[config.mk]
export PLATFORM = sky130hd
export DESIGN_NAME = bin_accumulator_avg
export DESIGN_NICKNAME = d
export VERILOG_FILES = /design/src/rtl/bin_acc_pkg.sv /design/src/rtl/bin_acc_dump.sv /design/src/rtl/bin_accumulator_avg.sv
export SDC_FILE = /design/constraint.sdc
export NUM_CORES = 1
export LEC_CHECK = 0
export CORE_ASPECT_RATIO = 0.75
export CORE_MARGIN = 4
export CORE_UTILIZATION = 56
export DETAILED_ROUTE_END_ITERATION = 8
export GPL_TIMING_DRIVEN = 1
export PLACE_DENSITY = 0.79
export RECOVER_POWER = 100
export SLEW_MARGIN = 20
export SYNTH_ARGS = -nofsm -noshare
export SYNTH_HDL_FRONTEND = slang
export SYNTH_SLANG_ARGS = --single-unit
[constraint.sdc]
create_clock -name clk -period 4.73 [get_ports clk]
set_clock_uncertainty 0.2 [all_clocks]
set_input_delay 0.7095 -clock clk [delete_from_list [all_inputs] [get_ports clk]]
set_output_delay 0.7095 -clock clk [all_outputs]
set_load 0.03 [all_outputs]
[src/rtl/bin_acc_pkg.sv]
// Shared types and helpers for the bin accumulator: dump FSM states, width
// helpers and a saturating adder that clamps to a run-time signed width.
package bin_acc_pkg;

  localparam int MAX_W = 64;

  typedef enum logic {IDLE, STREAM} dump_state_t;

  function automatic int cnt_w(input int n);
    return (n > 1) ? $clog2(n) : 1;
  endfunction

  // Operands arrive sign-extended to MAX_W; the result is clamped to w bits.
  function automatic logic signed [MAX_W-1:0] sat_add(
    input  logic signed [MAX_W-1:0] a,
    input  logic signed [MAX_W-1:0] b,
    input  int                      w,
    output logic                    sat
  );
    logic signed [MAX_W:0] s, one, hi, lo;
    one = {{MAX_W{1'b0}}, 1'b1};
    s   = {a[MAX_W-1], a} + {b[MAX_W-1], b};
    hi  = (one <<< (w - 1)) - one;
    lo  = -hi - one;
    sat = 1'b0;
    sat_add = s[MAX_W-1:0];
    if (s > hi) begin
      sat = 1'b1;
      sat_add = hi[MAX_W-1:0];
    end else if (s < lo) begin
      sat = 1'b1;
      sat_add = lo[MAX_W-1:0];
    end
  endfunction

endpackage

[src/rtl/bin_acc_dump.sv]
// Shadow buffer and valid/ready readout: snapshots all sums when an
// integration completes while idle, then streams them out one bin per beat.
module bin_acc_dump
  import bin_acc_pkg::*;
#(
  parameter int BINS            = 4,
  parameter int SUM_W           = 48,
  parameter int LOG2_FRAMES_MAX = 8,
  localparam int BIN_W = cnt_w(BINS),
  localparam int K_W   = cnt_w(LOG2_FRAMES_MAX + 1)
) (
  input  logic                       clk,
  input  logic                       rst,
  input  logic                       done,
  input  logic [BINS-1:0][SUM_W-1:0] acc,
  input  logic [K_W-1:0]             k,
  input  logic                       avg,
  input  logic                       out_ready,
  output logic                       out_valid,
  output logic [SUM_W-1:0]           out_data,
  output logic [BIN_W-1:0]           out_bin,
  output logic                       out_last,
  output logic                       drop
);

  dump_state_t              state, state_nxt;
  logic [BINS-1:0][SUM_W-1:0] shadow;
  logic [K_W-1:0]           k_s;
  logic                     avg_s;
  logic                     snap, drop_nxt, bin_last;
  logic signed [SUM_W-1:0]  cur;

  assign bin_last = (out_bin == BIN_W'(BINS - 1));

  always_ff @(posedge clk) begin
    if (rst) state <= IDLE;
    else     state <= state_nxt;
  end

  // Completion is only taken from IDLE; the final-handshake cycle is still
  // STREAM, so a completion landing there is dropped too.
  always_comb begin
    state_nxt = state;
    snap      = 1'b0;
    drop_nxt  = 1'b0;
    case (state)
      IDLE: if (done) begin
        snap      = 1'b1;
        state_nxt = STREAM;
      end
      STREAM: begin
        drop_nxt = done;
        if (out_ready && bin_last) state_nxt = IDLE;
      end
      default: state_nxt = IDLE;
    endcase
  end

  always_ff @(posedge clk) begin
    if (rst) begin
      shadow  <= '0;
      k_s     <= '0;
      avg_s   <= 1'b0;
      out_bin <= '0;
      drop    <= 1'b0;
    end else begin
      drop <= drop_nxt;
      if (snap) begin
        shadow  <= acc;
        k_s     <= k;
        avg_s   <= avg;
        out_bin <= '0;
      end else if (state == STREAM && out_ready) begin
        out_bin <= bin_last ? '0 : out_bin + BIN_W'(1);
      end
    end
  end

  assign out_valid = (state == STREAM);
  assign out_last  = out_valid && bin_last;
  assign cur       = $signed(shadow[out_bin]);
  assign out_data  = avg_s ? (cur >>> k_s) : cur;

endmodule

[src/rtl/bin_accumulator_avg.sv]
// Integrates BINS-bin frames over 2^k frames with saturation and framing
// checks, handing completed sums to the dump stage for readout.
module bin_accumulator_avg
  import bin_acc_pkg::*;
#(
  parameter int DATA_W          = 16,
  parameter int BINS            = 4,
  parameter int SUM_W           = 48,
  parameter int LOG2_FRAMES_MAX = 8,
  localparam int BIN_W = cnt_w(BINS),
  localparam int K_W   = cnt_w(LOG2_FRAMES_MAX + 1)
) (
  input  logic              clk,
  input  logic              reset,
  input  logic              in_valid,
  input  logic [DATA_W-1:0] in_data,
  input  logic              in_last,
  input  logic [K_W-1:0]    cfg_log2_frames,
  input  logic              cfg_avg,
  input  logic              clear,
  output logic              out_valid,
  input  logic              out_ready,
  output logic [SUM_W-1:0]  out_data,
  output logic [BIN_W-1:0]  out_bin,
  output logic              out_last,
  output logic              overflow,
  output logic              frame_err,
  output logic              drop
);

  localparam int F_W = LOG2_FRAMES_MAX + 1;

  if (SUM_W < DATA_W + 1) begin : g_sum_w_chk
    $error("SUM_W must be at least DATA_W+1");
  end
  if (SUM_W > MAX_W || BINS < 2) begin : g_range_chk
    $error("SUM_W above MAX_W or BINS below 2");
  end

  logic [BINS-1:0][SUM_W-1:0] acc;
  logic [BIN_W-1:0]           bcnt;
  logic [F_W-1:0]             fcnt, frame_tgt;
  logic [K_W-1:0]             k_q, k_in, k_cur;
  logic                       avg_q, done, rst;
  logic                       first, start, last_bin, err, sat;
  logic signed [MAX_W-1:0]    sum;
  logic [SUM_W-1:0]           next_val;

  assign rst      = reset | clear;
  assign last_bin = (bcnt == BIN_W'(BINS - 1));
  assign first    = (fcnt == '0);
  assign start    = first && (bcnt == '0);
  assign err      = (in_last != last_bin);
  assign k_in     = (cfg_log2_frames > K_W'(LOG2_FRAMES_MAX)) ? K_W'(LOG2_FRAMES_MAX)
                                                              : cfg_log2_frames;
  // The first beat already carries the new k so that k=0 completes in frame 0.
  assign k_cur     = start ? k_in : k_q;
  assign frame_tgt = F_W'(1) << k_cur;

  always_comb begin
    sum      = sat_add(MAX_W'($signed(acc[bcnt])), MAX_W'($signed(in_data)), SUM_W, sat);
    next_val = first ? SUM_W'($signed(in_data)) : sum[SUM_W-1:0];
  end

  always_ff @(posedge clk) begin
    if (rst) begin
      acc       <= '0;
      bcnt      <= '0;
      fcnt      <= '0;
      k_q       <= '0;
      avg_q     <= 1'b0;
      done      <= 1'b0;
      overflow  <= 1'b0;
      frame_err <= 1'b0;
    end else begin
      done      <= 1'b0;
      frame_err <= 1'b0;
      if (in_valid) begin
        if (err) begin
          frame_err <= 1'b1;
          bcnt      <= '0;
          fcnt      <= '0;
        end else begin
          acc[bcnt] <= next_val;
          if (!first && sat) overflow <= 1'b1;
          if (start) begin
            k_q   <= k_in;
            avg_q <= cfg_avg;
          end
          if (last_bin) begin
            bcnt <= '0;
            if (fcnt + F_W'(1) == frame_tgt) begin
              fcnt <= '0;
              done <= 1'b1;
            end else begin
              fcnt <= fcnt + F_W'(1);
            end
          end else begin
            bcnt <= bcnt + BIN_W'(1);
          end
        end
      end
    end
  end

  bin_acc_dump #(
    .BINS(BINS), .SUM_W(SUM_W), .LOG2_FRAMES_MAX(LOG2_FRAMES_MAX)
  ) u_dump (
    .clk(clk), .rst(rst), .done(done), .acc(acc), .k(k_q), .avg(avg_q),
    .out_ready(out_ready), .out_valid(out_valid), .out_data(out_data),
    .out_bin(out_bin), .out_last(out_last), .drop(drop)
  );

endmodule

==> metrics.yaml <==
area_growth_pct: 13.3
dp_hpwl_um: 51300
finalSetupViolations: 0
clock_sinks: 412
critPathTopFamily: "multiplexers"
grt_max_degree: 198
synth_edf_count: 0
cts_max_path_buffers: 3
worst_hold_path_type: "flip-flop to flip-flop"
gp_congestion: 0.994
yosys-top-cells-area: "dfxtp_1 (36%), nand2_1 (10%), mux4_2 (9.9%), a21oi_1 (6.8%), o21ai_0 (3.9%)"
vias_per_cell: 6.62
violations: "max-capacitance violations, max-slew violations"
grt_pass1_vias: 19900
fin_setup_tns_ns: 0
insertion_delay_ns: 0.54
multiInputGateArea_mm2: 0.0135
syn-cell-area_mm2: 0.0226
wl_per_cell_um: 22.5
worst_ep_arrival_time_ns: 3.70
finalWorstSetupSlack_ns: 0.120
cts.clk_slew.worst_paths_ns: 0.06
cts_tree: "yes"
cp_max_fo: 30
crit_required_ns: 3.82
portBuffers: 81
final_nets: 2742
cp_num_buf_inv: 2
ys_async_sr_fraction_pct: 0
place_ws_ns: 0.121
critPathKind: "flip-flop to output port"
netlist_instances: 2642
hold_viol: 0
rsz0062_at_grt: "false"
syn-num-nets: 2726
routed_wl_um: 72200
die-area_mm2: 0.0437
yosysMostFrequentCell: "nand2_1"
fin_crit_sh_pct: 97.5
layout_min_cycle_time_ns: 4.61
dieHeight_um: 182
syn_avg_cell_area_um2: 8.55
grt_pass1_wl_um: 112000
cts-root-buf: "clkbuf_16"
core.rowCount: 63
status: "finished, violations left"
max_stage_delay_ns: 0.69
synth_cell_types: 85
synthTopCellsByCount: "nand2_1 (619), dfxtp_1 (412), a21oi_1 (305), o21ai_0 (175), clkbuf_1 (159)"
gr-total-overflow: 0
maxSlewViolCount: 27
cap_violations: 1
ys_ff_latch: 412
powerDensity_mw_per_mm2: 288
synth.largest_area_cell: "dfxtp_1"
dr.pass1.iters: 8
fillerInstances: 3100
setup.worst_path.end_class: "output port"
htree_num_levels: 2
initial_utilization_pct: 57.0
vias: 21300
drcViolationCount: 0
ant_nets: 0
cts_buffers: 40
dieWidth_um: 240
drive_gt1_share_pct: 13.8
first_iter_violations: 2892
yosys_warnings: 0
slew_headroom_pct: -12.8
ios: 82
synth_flop_cell: "dfxtp_1"
tightest_slew_ns: 1.69
seq_area_mm2: 0.00827
yosys.area.top_type_share_pct: 36.5
fmax_mhz: 217
p_leak_uw: 0.00896
antenna_found_initial: 1
ys_seq_area_share_pct: 36.5
core_mm2: 0.0396
peakVddDrop_uv: 272
start_kind: "flip-flop"
slowest_stage: "dlygate4sd3_1"
grt_usage_pct: 32.1
path_cells: "buf_16, mux4_2, mux2_2, mux2i_1, mux2i_1, nand2_1, o21ai_0, mux2_2, dlygate4sd3_1"
==> layout by cell type, fill, tap and decap left out, drive strengths merged, types with 9 or more instances in the layout <==
cell type,n
a211oi,19
a21o,22
a21oi,306
a22o,78
and2,12
and3,11
buf,87
clkbuf,71
clkdlybuf4s50,35
dfxtp,412
dlygate4sd3,44
ha,56
inv,30
mux2,73
mux2i,85
mux4,99
nand2,619
nand2b,13
nand3,28
nand4,22
nor2,116
nor2b,9
nor3,10
o211ai,23
o21a,16
o21ai,183
o21bai,9
o31ai,26
xnor2,28
xor2,16
==> per-stage QoR <==
stage               utilization [%]  area [µm²]  total power, µW  hold slack [ns]  std cells
floorplan                         -       22600             3920            0.232       2642
global placement               61.0       24200             4130            0.239       3132
detailed placement             61.0       24200             4140            0.244       3132
CTS                            64.4       25600             7340            0.252       3204
global route                   64.5       25600             7550            0.270       3208
finish                         64.6       25600             7370            0.249       3210
==> logic make-up after synthesis <==
| group | count (synthesis) | synth area share [%] |
|---|---|---|
| xor+xnor | 44 | 1.71 |
| flops | 412 | 36.5 |
| compound gates | 767 | 21.1 |
| mux | 257 | 17.3 |
| buf+inv | 232 | 4.02 |
| simple gates | 871 | 16.1 |
| fa+ha+maj | 59 | 3.28 |
==> report_power, final <==
part           leakage (µW)  internal [µW]  switching [µW]  total (µW)
combinational       0.00495            205             387         592
sequential          0.00332           3480            13.3        3490
clock              0.000679           1940            1340        3280
total               0.00896           5620            1740        7370
==> worst reg2reg max path, delay by kind of cell (launching register included) <==
kind,cells,cell delay (ns)
compound gates,7,1.77
buf+inv,3,0.70
mux,1,0.59
simple gates,2,0.46
flops,1,0.40
fa+ha+maj,1,0.32
==> layout make-up <==
cell class | count | area share, %
multi-input cells | 1998 | 52.8
flip-flops and latches | 412 | 32.3
repair buffers | 175 | 6.52
clock buffers | 63 | 4.92
well taps | 520 | 2.54
inverters | 31 | 0.455
clock inverters | 9 | 0.415
diodes | 2 | 0.0196
==> timing repair <==
action	in CTS	in global routing
resized for setup	0	13
endpoints found under the hold margin	0	0
buffers inserted	0	4
hold buffers	0	0
setup endpoints to repair	0	122
==> per-layer routing <==
metal  track usage [%]  wire [µm]
met5                 0         13
met4              8.08       1700
met3              10.7      10600
met2              46.3      30100
met1              46.4      29800
==> final timing paths <==
kind                                        start            to  slack [ns]  cells after the start
worst max-delay path            u_dump.out_bin[0]  out_data[24]        0.12                      9
worst min-delay path                        avg_q  u_dump.avg_s        0.25                      2
worst max register to register            bcnt[0]        acc[3]        0.17                     14
worst min register to register              avg_q  u_dump.avg_s        0.25                      2
==> registers in the layout, summed over array words and instances (netlist names) <==
name and count:
u_dump.avg_s 1, avg_q 1, done 1, bcnt 2
u_dump.out_valid 1, u_dump.shadow 192, acc 192, u_dump.k_s 4
k_q 4, u_dump.out_bin 2, frame_err 1, u_dump.drop 1
overflow 1, fcnt 9
No activity file was read; power rests on OpenSTA's default activity.
